==> src/rtl/parity_arbiter_pkg.sv <==
// Shared state encoding and default sizes for the parity arbiter slice.
package parity_arbiter_pkg;

  typedef enum logic [1:0] {
    ST_IDLE = 2'd0,
    ST_EVAL = 2'd1,
    ST_HOLD = 2'd2
  } state_e;

  localparam int NREQ_DEF = 4;
  localparam int DW_DEF   = 8;
  localparam int CW_DEF   = 8;

endpackage

==> src/rtl/parity_core.sv <==
// Registered parity unit: par updates to XOR-reduce(word) on the edge where en is high.
// One-cycle latency, no backpressure; par holds its value while en is low.
module parity_core #(
  parameter int DW = 8
) (
  input  logic          clk,
  input  logic          rst,
  input  logic          en,
  input  logic [DW-1:0] word,
  output logic          par
);

  logic par_q;
  logic par_d;

  always_comb begin
    par_d = par_q;
    if (en) begin
      par_d = ^word;
    end
  end

  always_ff @(posedge clk) begin
    if (!rst) begin
      par_q <= 1'b0;
    end else begin
      par_q <= par_d;
    end
  end

  assign par = par_q;

endmodule

==> src/rtl/parity_arbiter.sv <==
// Round-robin arbiter sharing one parity unit; request-to-valid latency 2 cycles.
// Result held stable until res_ready; no arbitration while a result is outstanding.
module parity_arbiter
  import parity_arbiter_pkg::*;
#(
  parameter int NREQ = NREQ_DEF,
  parameter int DW   = DW_DEF,
  parameter int IDW  = 2,
  parameter int CW   = CW_DEF
) (
  input  logic                clk,
  input  logic                rst,
  input  logic [NREQ-1:0]     req,
  input  logic [NREQ*DW-1:0]  data,
  output logic [NREQ-1:0]     ack,
  output logic                res_valid,
  input  logic                res_ready,
  output logic [IDW-1:0]      res_id,
  output logic                res_par,
  output logic [CW-1:0]       odd_cnt,
  output logic                busy
);

  // Nearest asserted requester after 'last', wrapping modulo NREQ.
  function automatic logic [IDW-1:0] rr_pick(input logic [NREQ-1:0] r,
                                             input logic [IDW-1:0]  last);
    logic [IDW-1:0] g;
    int idx;
    g = '0;
    for (int k = NREQ; k >= 1; k--) begin
      idx = (int'(last) + k) % NREQ;
      if (r[idx]) begin
        g = idx[IDW-1:0];
      end
    end
    return g;
  endfunction

  state_e          state_q, state_d;
  logic [IDW-1:0]  last_q, last_d;
  logic [DW-1:0]   word_q, word_d;
  logic [IDW-1:0]  id_q, id_d;
  logic [NREQ-1:0] ack_q, ack_d;
  logic            res_valid_q, res_valid_d;
  logic [IDW-1:0]  res_id_q, res_id_d;
  logic [CW-1:0]   odd_cnt_q, odd_cnt_d;
  logic [IDW-1:0]  grant;
  logic            core_en;
  logic            core_par;

  assign grant = rr_pick(req, last_q);

  always_comb begin
    state_d     = state_q;
    last_d      = last_q;
    word_d      = word_q;
    id_d        = id_q;
    ack_d       = '0;
    res_valid_d = res_valid_q;
    res_id_d    = res_id_q;
    odd_cnt_d   = odd_cnt_q;
    core_en     = 1'b0;
    case (state_q)
      ST_IDLE: begin
        if (|req) begin
          word_d  = data[grant*DW +: DW];
          id_d    = grant;
          ack_d   = NREQ'(1) << grant;
          last_d  = grant;
          state_d = ST_EVAL;
        end
      end
      ST_EVAL: begin
        core_en     = 1'b1;
        res_id_d    = id_q;
        res_valid_d = 1'b1;
        state_d     = ST_HOLD;
      end
      ST_HOLD: begin
        if (res_ready) begin
          res_valid_d = 1'b0;
          state_d     = ST_IDLE;
          if (core_par && (odd_cnt_q != {CW{1'b1}})) begin
            odd_cnt_d = odd_cnt_q + 1'b1;
          end
        end
      end
      default: state_d = ST_IDLE;
    endcase
  end

  always_ff @(posedge clk) begin
    if (!rst) begin
      state_q     <= ST_IDLE;
      last_q      <= IDW'(NREQ - 1);
      word_q      <= '0;
      id_q        <= '0;
      ack_q       <= '0;
      res_valid_q <= 1'b0;
      res_id_q    <= '0;
      odd_cnt_q   <= '0;
    end else begin
      state_q     <= state_d;
      last_q      <= last_d;
      word_q      <= word_d;
      id_q        <= id_d;
      ack_q       <= ack_d;
      res_valid_q <= res_valid_d;
      res_id_q    <= res_id_d;
      odd_cnt_q   <= odd_cnt_d;
    end
  end

  parity_core #(.DW(DW)) u_parity_core (
    .clk  (clk),
    .rst  (rst),
    .en   (core_en),
    .word (word_q),
    .par  (core_par)
  );

  assign ack       = ack_q;
  assign res_valid = res_valid_q;
  assign res_id    = res_id_q;
  assign res_par   = core_par;
  assign odd_cnt   = odd_cnt_q;
  assign busy      = (state_q != ST_IDLE);

endmodule

==> config.mk <==
export PLATFORM = sky130hd
export DESIGN_NAME = parity_arbiter
export DESIGN_NICKNAME = d
export VERILOG_FILES = /design/src/rtl/parity_arbiter_pkg.sv /design/src/rtl/parity_core.sv /design/src/rtl/parity_arbiter.sv
export SDC_FILE = /design/constraint.sdc
export NUM_CORES = 1
export LEC_CHECK = 0
export BUFFER_PORTS_ARGS = -buffer_cell sky130_fd_sc_hd__buf_2
export CORE_MARGIN = 4
export CORE_UTILIZATION = 53
export DETAILED_ROUTE_END_ITERATION = 6
export GPL_TIMING_DRIVEN = 0
export PLACE_DENSITY = 0.89
export SYNTH_ARGS = -nofsm -noshare
export SYNTH_HDL_FRONTEND = slang
export SYNTH_HIERARCHICAL = 1
export SYNTH_SLANG_ARGS = --single-unit
==> constraint.sdc <==
create_clock -name clk -period 3.04 [get_ports clk]
set_clock_uncertainty 0.05 [all_clocks]
set_input_delay 0.152 -clock clk [delete_from_list [all_inputs] [get_ports clk]]
set_output_delay 0.152 -clock clk [all_outputs]
set_load 0.03 [all_outputs]
==> results_dict.tcl <==
set metrics [dict create \
    outcome "completed" \
    hold_class "input port to register" \
    ff2ff_path_depth 8 \
    cts_setup_buffers 0 \
    path_max_fanout 10 \
    setup_tns_ns 0 \
    max-cap-violations 0 \
    grt_usage_pct 17.8 \
    die_height_um 62.8 \
    io_pins 56 \
    dp_hpwl_um 2490 \
    seq_area_frac_synth_pct 37.7 \
    ff2ff_setup_slack_ns 1.29 \
    die-area_um2 3950 \
    cts-hold-fix-buffers 0 \
    finalHoldViolCount 0 \
    synth-seq-cells 30 \
    yosysWarnings 6 \
    grt-ovfl-total 0 \
    avgSynthCellArea_um2 9.38 \
    port-buffer-count 55 \
    cp-start-kind "register" \
    num_antenna_cells 0 \
    layout.cells.most_common_list "60 x buf_2, 30 x dfxtp_1, 20 x nand3_1, 15 x nand2_1, 12 x mux2i_1" \
    start_util_pct 56.8 \
    cts_made_buffers 5 \
    fp.coreArea_um2 2810 \
    p_leak_nw 0.902 \
    min_to "word_q[6]$_SDFFE_PN0P_" \
    cts-root-buf "clkbuf_4" \
    crit_required_ns 3.26 \
    final_cells 264 \
    cts_tree "yes" \
    drc 0 \
    num-nets-final 272 \
    antenna_found_initial 0 \
    htree_levels 2 \
    row_count 19 \
    reg2reg_from "state_q[0]$_SDFFE_PN0P_" \
    setup_viol 0 \
    synth_top_area_cell "dfxtp_1" \
    grt_max_degree 11 \
    cts_resized 0 \
    synth_nets 210 \
    yosysTopAreaCellShare_pct 37.7 \
    gp_congestion 0.812 \
    area_delta_synth_final_pct 24.6 \
    hp-start "data[14]" \
    dp_cells 256 \
    synth_area_um2 1590 \
    grt_pass1_vias 1239 \
    vdd_drop_max_uv 324 \
    ant_nets 0 \
    clk_latency_ns 0.33 \
    hold-path-cell-count 3 \
    min_period_over_period_pct 57.4 \
    drive_gt1_share_pct 38.2 \
    clock.fmax_ghz 0.573 \
    cts.clk_slew.worst_paths_ns 0.09 \
    wirelength_um 3420 \
    yosys.cell_types.count 43 \
    avgRoutedWirePerCell_um 12.9 \
    power_density_nw_per_um2 540 \
    max-slew-margin-rel_pct 65.7 \
    vias_per_cell 5.46 \
    drv_slew 0 \
    synth_area_leaders "dfxtp_1 38%, mux2i_1 7.5%, nand3_1 6.3%, xnor2_1 6.0%, mux2_2 5.7%" \
    grt_pass1_wl_um 5490 \
    synth_cells 170 \
    vias 1442 \
    dr.pass1.iters 4 \
    worst_pin_slew_ns 0.511 \
    period_needed_ns 1.75 \
    clk_path_buf_depth 2 \
    cts_sinks 30 \
    rsz0062_at_grt "no" \
    drtIter0Drc 54 \
    final_common_cell "buf_2" \
    finish.utilization_pct 70.8 \
    cp.arrival_ns 1.97 \
    critPathCaptureType "register" \
    crit-reg2reg-capture "word_q[3]$_SDFFE_PN0P_" \
    crit_type "register to register" \
    die-width_um 62.8 \
]
-- registers in the layout, indices dropped and copies added (netlist names) --
signal             count
odd_cnt                8
word_q                 8
ack                    4
id_q                   2
last_q                 2
res_id                 2
state_q                2
res_valid              1
u_parity_core/par      1
-- cell type report --
type | instances | area, um^2
repair buffers | 55 | 275
flip-flops and latches | 30 | 601
fillers | 222 | 820
clock buffers | 5 | 37.5
plain buffers | 10 | 66.3
inverters | 1 | 3.75
multi-input cells | 129 | 923
clock inverters | 3 | 40.0
well taps | 31 | 38.8
-- cells by family (layout without fill, tap and decap cells) --
logic type                 count (synthesis)  count (layout)  share of synthesized area [%]
and+or+nand+nor                           69              69                           23.4
DFF                                       30              30                           37.7
AOI/OAI and AO/OA                         25              25                           12.9
muxes                                     20              20                           13.2
xor gates and xnor gates                  14              14                           7.69
buffers and inverters                     11              74                           4.39
adders and majority gates                  1               1                          0.785
-- critical path, cell delays in order, from the launching register on --
cell      delay, ns
dfxtp_1        0.35
or2_0          0.22
buf_2          0.15
nor3b_2        0.20
buf_6          0.18
buf_8          0.14
nand3_1        0.07
mux2_2         0.28
o211ai_2       0.06
-- Yosys cell counts --
cell type  number
and3b_1         1
nor3_1          1
buf_6           1
nor2_1          7
a31oi_1         1
and3_1          1
or2b_1          1
nand3_1        20
dfxtp_1        30
nand4_1         1
a211oi_1        1
nor3b_2         1
nand4b_1        1
nor4_2          1
nor2b_1         7
and4_1          1
buf_4           1
xor2_1          3
a311oi_1        1
o21a_1          1
nand2_1        15
or2_0           1
mux2i_1        12
buf_1           1
a41oi_1         1
o21ai_1         1
o21ai_0         5
and2_1          8
ha_1            1
mux2_2          8
buf_8           1
a21boi_0        1
a21o_1          1
nand2b_1        1
o211ai_2        7
nand3b_1        1
xnor2_1        11
a21oi_1         3
inv_1           1
buf_2           5
o211ai_1        1
o221a_2         1
clkbuf_1        1
-- metal layers --
| layer | GRT usage, % | part of all wire (%) |
|---|---|---|
| met4 | 11.3 | 2.4 |
| met3 | 5.58 | 7.1 |
| met5 | 0 | 0 |
| met1 | 20.5 | 42 |
| met2 | 28.4 | 49 |
-- power by group --
part           internal [mW]  leakage, nW  switching [mW]
clock                  0.170       0.0450           0.139
combinational          0.145        0.612           0.157
sequential             0.434        0.246          0.0284
-- metrics by stage --
stage               hold WS (ns)  worst slack [ns]  total power, mW  instance area, um^2
finish                    0.0515              1.29             1.07                 1990
global route              0.0433              1.15             1.13                 1990
CTS                       0.0386              1.28             1.08                 1990
detailed placement         0.401              1.33            0.772                 1910
global placement           0.399              1.34            0.768                 1910
floorplan                  0.224              1.32            0.695                 1590
-- worst max-delay path by stage --
stage	from	to	slack [ns]	cells past startpoint
final	state_q[0]$_SDFFE_PN0P_	word_q[3]$_SDFFE_PN0P_	1.29	8
after global placement	state_q[0]$_SDFFE_PN0P_	word_q[2]$_SDFFE_PN0P_	1.34	8
after floorplan	odd_cnt[0]$_SDFFE_PN0P_	odd_cnt[5]$_SDFFE_PN0P_	1.32	5
after CTS	odd_cnt[0]$_SDFFE_PN0P_	odd_cnt[6]$_SDFFE_PN0P_	1.28	5
after global routing	state_q[0]$_SDFFE_PN0P_	word_q[6]$_SDFFE_PN0P_	1.15	8
after detailed placement	state_q[0]$_SDFFE_PN0P_	word_q[2]$_SDFFE_PN0P_	1.33	8
Note: power is estimated with default switching activity, not from simulation.
